[src/rtl/uart_framed.sv]
// uart_framed: full-duplex UART with framed TX and RX paths.
//   Frame: start(0), DATA_W data bits LSB first, optional even parity,
//   STOP_BITS stop(1); every bit lasts CLKS_PER_BIT clk cycles.
//   Optional feature macro: UART_FRAMED_PARITY_EN (even parity on TX, checked on RX).
// Ports:
//   clk, rst          single clock, synchronous active-high reset
//   tx_data/valid     word offered for transmission; tx_ready high only when TX idle
//   serial_tx         registered serial output, idle high
//   serial_rx         asynchronous serial input, idle high
//   rx_data/valid     received word, rx_valid is a one-cycle pulse
//   rx_frame_err      stop bit sampled low (qualified by rx_valid)
//   rx_parity_err     parity mismatch (qualified by rx_valid), 0 without parity
//
// Both FSMs share one encoding:
//   state    | meaning
//   S_IDLE   | line idle, waiting for a word (TX) or a start edge (RX)
//   S_START  | start bit (TX driving 0 / RX waiting for the mid-point)
//   S_DATA   | data bits, LSB first
//   S_PARITY | even-parity bit (only with parity enabled)
//   S_STOP   | stop bit(s)
module uart_framed #(
  parameter int DATA_W       = 8,
  parameter int CLKS_PER_BIT = 16,
  parameter int STOP_BITS    = 1
) (
  input  logic              clk,
  input  logic              rst,
  input  logic [DATA_W-1:0] tx_data,
  input  logic              tx_valid,
  output logic              tx_ready,
  output logic              serial_tx,
  input  logic              serial_rx,
  output logic [DATA_W-1:0] rx_data,
  output logic              rx_valid,
  output logic              rx_frame_err,
  output logic              rx_parity_err
);

  localparam int TX_CNT_W = $clog2(STOP_BITS * CLKS_PER_BIT);
  localparam int RX_CNT_W = $clog2(CLKS_PER_BIT);
  localparam int IDX_W    = $clog2(DATA_W);

  localparam logic [TX_CNT_W-1:0] TX_BIT_LOAD  = TX_CNT_W'(CLKS_PER_BIT - 1);
  localparam logic [TX_CNT_W-1:0] TX_STOP_LOAD = TX_CNT_W'(STOP_BITS * CLKS_PER_BIT - 1);
  localparam logic [RX_CNT_W-1:0] RX_BIT_LOAD  = RX_CNT_W'(CLKS_PER_BIT - 1);
  localparam logic [RX_CNT_W-1:0] RX_HALF_LOAD = RX_CNT_W'(CLKS_PER_BIT / 2);
  localparam logic [IDX_W-1:0]    IDX_LAST     = IDX_W'(DATA_W - 1);

  typedef enum logic [2:0] {S_IDLE, S_START, S_DATA, S_PARITY, S_STOP} state_t;

  // ---------------------------------------------------------------- TX
  state_t                tx_state, tx_state_nxt;
  logic [TX_CNT_W-1:0]   tx_cnt;
  logic [IDX_W-1:0]      tx_idx;
  logic [DATA_W-1:0]     tx_shift;
  logic                  tx_tc, tx_accept, tx_line_nxt, serial_tx_q;
`ifdef UART_FRAMED_PARITY_EN
  logic                  tx_par;
`endif

  assign tx_tc     = (tx_cnt == '0);
  assign tx_ready  = (tx_state == S_IDLE) && !rst;
  assign tx_accept = tx_valid && tx_ready;
  assign serial_tx = serial_tx_q;

  always_ff @(posedge clk) begin
    if (rst) tx_state <= S_IDLE;
    else     tx_state <= tx_state_nxt;
  end

  always_comb begin
    tx_state_nxt = tx_state;
    case (tx_state)
      S_IDLE:   if (tx_accept) tx_state_nxt = S_START;
      S_START:  if (tx_tc) tx_state_nxt = S_DATA;
      S_DATA:   if (tx_tc && tx_idx == IDX_LAST) begin
`ifdef UART_FRAMED_PARITY_EN
                  tx_state_nxt = S_PARITY;
`else
                  tx_state_nxt = S_STOP;
`endif
                end
      S_PARITY: if (tx_tc) tx_state_nxt = S_STOP;
      S_STOP:   if (tx_tc) tx_state_nxt = S_IDLE;
      default:  tx_state_nxt = S_IDLE;
    endcase
  end

  // Level the line takes in the next cycle; registered so serial_tx is a flop.
  // On a bit boundary inside DATA the shifter has not advanced yet, so look one bit ahead.
  always_comb begin
    tx_line_nxt = 1'b1;
    case (tx_state_nxt)
      S_START:  tx_line_nxt = 1'b0;
      S_DATA:   tx_line_nxt = (tx_state == S_DATA && tx_tc) ? tx_shift[1] : tx_shift[0];
`ifdef UART_FRAMED_PARITY_EN
      S_PARITY: tx_line_nxt = tx_par;
`endif
      default:  tx_line_nxt = 1'b1;
    endcase
  end

  always_ff @(posedge clk) begin
    if (rst) begin
      serial_tx_q <= 1'b1;
      tx_cnt      <= '0;
      tx_idx      <= '0;
      tx_shift    <= '0;
`ifdef UART_FRAMED_PARITY_EN
      tx_par      <= 1'b0;
`endif
    end else begin
      serial_tx_q <= tx_line_nxt;
      if (tx_accept) begin
        tx_shift <= tx_data;
        tx_idx   <= '0;
        tx_cnt   <= TX_BIT_LOAD;
`ifdef UART_FRAMED_PARITY_EN
        tx_par   <= ^tx_data;
`endif
      end else if (tx_state != S_IDLE) begin
        if (tx_tc) begin
          if (tx_state_nxt == S_STOP)      tx_cnt <= TX_STOP_LOAD;
          else if (tx_state_nxt == S_IDLE) tx_cnt <= '0;
          else                             tx_cnt <= TX_BIT_LOAD;
          if (tx_state == S_DATA) begin
            tx_shift <= tx_shift >> 1;
            tx_idx   <= tx_idx + IDX_W'(1);
          end
        end else begin
          tx_cnt <= tx_cnt - TX_CNT_W'(1);
        end
      end
    end
  end

  // ---------------------------------------------------------------- RX
  state_t                rx_state, rx_state_nxt;
  logic                  rx_s1, rx_s2, rx_prev;
  logic [RX_CNT_W-1:0]   rx_cnt;
  logic [IDX_W-1:0]      rx_idx;
  logic [DATA_W-1:0]     rx_shift, rx_data_q;
  logic                  rx_tc, rx_fall, rx_done, rx_shift_en;
  logic                  rx_valid_q, rx_frame_err_q;
`ifdef UART_FRAMED_PARITY_EN
  logic                  rx_par_bad, rx_parity_err_q;
`endif

  assign rx_tc   = (rx_cnt == '0);
  // Edge detect on the synchronized line: a line held low after a bad stop bit
  // never looks like a new start until it has gone high again.
  assign rx_fall = rx_prev && !rx_s2;

  always_ff @(posedge clk) begin
    if (rst) rx_state <= S_IDLE;
    else     rx_state <= rx_state_nxt;
  end

  always_comb begin
    rx_state_nxt = rx_state;
    case (rx_state)
      S_IDLE:   if (rx_fall) rx_state_nxt = S_START;
      S_START:  if (rx_tc) rx_state_nxt = rx_s2 ? S_IDLE : S_DATA;
      S_DATA:   if (rx_tc && rx_idx == IDX_LAST) begin
`ifdef UART_FRAMED_PARITY_EN
                  rx_state_nxt = S_PARITY;
`else
                  rx_state_nxt = S_STOP;
`endif
                end
      S_PARITY: if (rx_tc) rx_state_nxt = S_STOP;
      S_STOP:   if (rx_tc) rx_state_nxt = S_IDLE;
      default:  rx_state_nxt = S_IDLE;
    endcase
  end

  always_comb begin
    rx_done     = 1'b0;
    rx_shift_en = 1'b0;
    case (rx_state)
      S_DATA:  rx_shift_en = rx_tc;
      S_STOP:  rx_done     = rx_tc;
      default: ;
    endcase
  end

  always_ff @(posedge clk) begin
    if (rst) begin
      rx_s1          <= 1'b1;
      rx_s2          <= 1'b1;
      rx_prev        <= 1'b1;
      rx_cnt         <= '0;
      rx_idx         <= '0;
      rx_shift       <= '0;
      rx_data_q      <= '0;
      rx_valid_q     <= 1'b0;
      rx_frame_err_q <= 1'b0;
`ifdef UART_FRAMED_PARITY_EN
      rx_par_bad      <= 1'b0;
      rx_parity_err_q <= 1'b0;
`endif
    end else begin
      rx_s1      <= serial_rx;
      rx_s2      <= rx_s1;
      rx_prev    <= rx_s2;
      rx_valid_q <= rx_done;
      if (rx_state == S_IDLE) begin
        if (rx_fall) begin
          rx_cnt <= RX_HALF_LOAD;
          rx_idx <= '0;
        end
      end else if (rx_tc) begin
        rx_cnt <= (rx_state_nxt == S_IDLE) ? '0 : RX_BIT_LOAD;
      end else begin
        rx_cnt <= rx_cnt - RX_CNT_W'(1);
      end
      if (rx_shift_en) begin
        rx_shift <= {rx_s2, rx_shift[DATA_W-1:1]};
        rx_idx   <= rx_idx + IDX_W'(1);
      end
`ifdef UART_FRAMED_PARITY_EN
      if (rx_state == S_PARITY && rx_tc) rx_par_bad <= rx_s2 ^ (^rx_shift);
      if (rx_done) rx_parity_err_q <= rx_par_bad;
`endif
      if (rx_done) begin
        rx_data_q      <= rx_shift;
        rx_frame_err_q <= ~rx_s2;
      end
    end
  end

  assign rx_data      = rx_data_q;
  assign rx_valid     = rx_valid_q;
  assign rx_frame_err = rx_frame_err_q;
`ifdef UART_FRAMED_PARITY_EN
  assign rx_parity_err = rx_parity_err_q;
`else
  assign rx_parity_err = 1'b0;
`endif

endmodule

[config.mk]
export PLATFORM = sky130hd
export DESIGN_NAME = uart_framed
export DESIGN_NICKNAME = d
export VERILOG_FILES = /design/src/rtl/uart_framed.sv
export SDC_FILE = /design/constraint.sdc
export NUM_CORES = 1
export LEC_CHECK = 0
export ABC_AREA = 1
export CORE_MARGIN = 2
export CORE_UTILIZATION = 56
export CTS_CLUSTER_DIAMETER = 60
export DETAILED_ROUTE_END_ITERATION = 8
export DONT_BUFFER_PORTS = 1
export PLACE_DENSITY = 0.76
export SYNTH_ARGS = -nofsm -noshare
export SYNTH_HDL_FRONTEND = slang
export SYNTH_SLANG_ARGS = --single-unit
[constraint.sdc]
create_clock -name clk -period 1.3 [get_ports clk]
set_input_delay 0.26 -clock clk [delete_from_list [all_inputs] [get_ports clk]]
set_output_delay 0.26 -clock clk [all_outputs]
set_load 0.1 [all_outputs]
==> flow_metrics.env <==
export IMPL_worstHoldStart="rst"
export IMPL_dieArea_um2=4580
export IMPL_synth_top_area_share_pct=44.1
export IMPL_ant_nets=0
export IMPL_final_nets=387
export IMPL_path_common_cell="nand2_1"
export IMPL_p_leak_nw=1.44
export IMPL_p_per_area_nw_per_um2=1160
export IMPL_clk_pin_slew_ps=100
export IMPL_synth_seq_cells=50
export IMPL_clock_fmax_ghz=0.657
export IMPL_required_ps=1510
export IMPL_drc=0
export IMPL_routed_via_density=5.52
export IMPL_setup_slack_ps=-223
export IMPL_gp_congestion=0.804
export IMPL_rsz0062_at_grt="true"
export IMPL_grt_start_max_net_pins=27
export IMPL_clockPowerShare_pct=29.3
export IMPL_dp_slack_ps=-139
export IMPL_synth_top_area_cell="dfxtp_1"
export IMPL_tns_ps=-3310
export IMPL_num_rows=23
export IMPL_crit_slowest_cell="dfxtp_1"
export IMPL_hold_viol_final=0
export IMPL_synth_cells=314
export IMPL_initial_core_util_pct=57.6
export IMPL_status="complete, but fails checks"
export IMPL_io_pins=25
export IMPL_routed_via_count=2311
export IMPL_r2r_start="rx_state[0]$_SDFF_PP0_"
export IMPL_max_vdd_ir_drop_mv=0.857
export IMPL_drive_above_1_share_pct=48.0
export IMPL_final_common_cell="nand2_1"
export IMPL_synth_area_um2=2270
export IMPL_grt_pass1_wl_um=8030
export IMPL_numPortBuffers=0
export IMPL_setup_worst_path_start="rx_state[0]$_SDFF_PP0_"
export IMPL_grt_pass1_vias=1864
export IMPL_finClkSkew_ps=9.96
export IMPL_drt_wl_total_um=6480
export IMPL_hold_path_cell_count=1
export IMPL_root_buffer="clkbuf_8"
export IMPL_drv_cap=0
export IMPL_violations="setup timing"
export IMPL_final_period_utilization_pct=117
export IMPL_end_kind="flop"
export IMPL_worst_endpoint_arrival_ps=1730
export IMPL_finalSetupViolCount=34
export IMPL_drtPass1Iterations=4
export IMPL_die_width_um=67.7
export IMPL_avgSynthCellArea_um2=7.23
export IMPL_swShare_pct=31.9
export IMPL_cts_buffers=5
export IMPL_hold_end="tx_state[2]$_SDFF_PP0_"
export IMPL_fillers=219
export IMPL_die_y_um=67.7
export IMPL_final_cell_mix="49 x nand2_1, 40 x nor2_1, 40 x buf_4"
export IMPL_critPathLaunchType="flop"
export IMPL_antenna_found_initial=0
export IMPL_r2r_slack_ps=-220
export IMPL_cts_max_path_buffers=2
export IMPL_overflow=0
export IMPL_grtUsageTotal_pct=22.9
export IMPL_hold_class="in -> reg"
export IMPL_timing_rr_end="rx_cnt[3]$_SDFFE_PP0P_"
export IMPL_cts_max_level=2
export IMPL_power_switching_mw=1.23
export IMPL_intPower_mw=2.63
export IMPL_path_class="reg -> reg"
export IMPL_ys_top_cells_by_area="dfxtp_1 44%, nand2_1 11%, nor2_1 9.3%"
export IMPL_cts_tree="built"
export IMPL_area_delta_synth_final_pct=46.4
export IMPL_max_stage_delay_ps=460
export IMPL_wl_per_cell_um=15.5
export IMPL_pwr_share_seq_pct=43.2
export IMPL_core_area_um2=3940
export IMPL_rr_worst_depth=9
export IMPL_totalPowerFinal_mw=3.86
export IMPL_clkSinkCount=50
export IMPL_clock_latency_ps=310
export IMPL_dp_hpwl_um=3240
export IMPL_antennaDiodeCount=0
export IMPL_drt_iter0_markers=216
export IMPL_yosys_warnings=0
export IMPL_fin_crit_ps=1520
export IMPL_p_comb_share_pct=27.5
export IMPL_critical_path_max_fanout=5
export IMPL_slew_viol_final=0
export IMPL_path_cells="nor2_1 -> nand2_1 -> inv_1 -> nand2_1 -> nand2_1 -> nor2_1 -> nand3_4 -> nand3_2 -> a21oi_2"
export IMPL_synth_seq_area_share_pct=44.1
export IMPL_synth_fp_nets=333
export IMPL_ys_types=32
per-stage QoR:
stage                     util, %  hold slack (ps)  cell area (µm²)  instances
final                        84.3             4.15             3320        419
after global routing         84.3            -7.59             3320        419
after CTS                    75.4            -7.89             2970        408
after detailed placement     67.2              329             2650        390
after global placement       67.2              328             2650        390
after floorplan                 -              364             2360        314
Yosys cell counts, drive strengths merged:
cell type / number
buf: 3
a22oi: 3
nor2: 61
dfxtp: 50
a21oi: 21
o21ai: 25
o211ai: 2
or2: 4
clkinv: 1
nand4: 2
ha: 7
conb: 1
clkbuf: 4
nand3: 16
a31oi: 1
inv: 35
nor3: 3
xnor2: 1
nand2: 73
xor2: 1
power by group through the flow:
stage / Clock, mW / Combinational (mW) / Sequential, mW
after floorplan: 0 / 0.524 / 1.72
after global placement: 0 / 0.741 / 1.69
after detailed placement: 0 / 0.751 / 1.69
after CTS: 1.13 / 0.856 / 1.65
after global routing: 1.18 / 1.15 / 1.67
final: 1.13 / 1.06 / 1.67
worst max-delay path by stage:
stage / slack, ps / end
after floorplan: -40 / tx_ready
after global placement: -110 / serial_tx$_SDFF_PP1_
after detailed placement: -140 / rx_frame_err$_SDFFE_PP0P_
after CTS: -110 / tx_ready
after global routing: -290 / serial_tx$_SDFF_PP1_
final: -220 / rx_cnt[3]$_SDFFE_PP0P_
per-layer routing:
layer | vias to the layer above | routed length [µm] | global-route usage [%] | part of all wire [%]
li1 | 1110 | - | - | -
met1 | 1088 | 2570 | 29.9 | 40
met2 | 93 | 3350 | 37.1 | 52
met3 | 20 | 368 | 5.33 | 5.7
met4 | 0 | 192 | 7.91 | 3.0
met5 | - | 0 | 0 | 0
logic make-up after synthesis:
family | share of synthesized area [%]
compound gates | 12.2
xor+xnor | 0.772
fa+ha+maj | 3.86
buf+inv | 7.55
flops | 44.1
other cells | 0.165
simple gates | 31.3
worst max-delay path, delay by kind of cell (launching register included):
kind / cells / cell delay, ps
AO/OA/AOI/OAI: 1 / 50
buffers and inverters: 1 / 80
flip-flops: 1 / 460
AND/OR/NAND/NOR: 7 / 830
area by class of cell:
cell class,instances,area (µm²),area share (%)
Clock inverter,3,43.8,1.32
Timing Repair Buffer,51,442,13.3
Timing Repair inverter,2,15.0,0.452
Sequential cell,50,1020,30.8
Inverter,36,163,4.89
Multi-Input combinational cell,222,1500,45.3
Tap cell,50,62.6,1.88
Clock buffer,5,68.8,2.07
what timing repair did:
action | CTS | global route
gates cloned | 2 | 2
pin swaps | 10 | 35
gates resized for setup | 40 | 86
endpoints found under the setup margin | 40 | 41
setup buffers | 9 | 10
endpoints found under the hold margin | 2 | 10
flip-flops by register name, indices dropped and copies added, names as in the netlist:
signal,flops
rx_data,8
rx_shift,8
tx_shift,8
rx_cnt,4
tx_cnt,4
rx_idx,3
rx_state,3
tx_idx,3
tx_state,3
rx_frame_err,1
rx_prev,1
rx_s1,1
rx_s2,1
rx_valid,1
serial_tx,1
(Power assumes the default switching activity.)
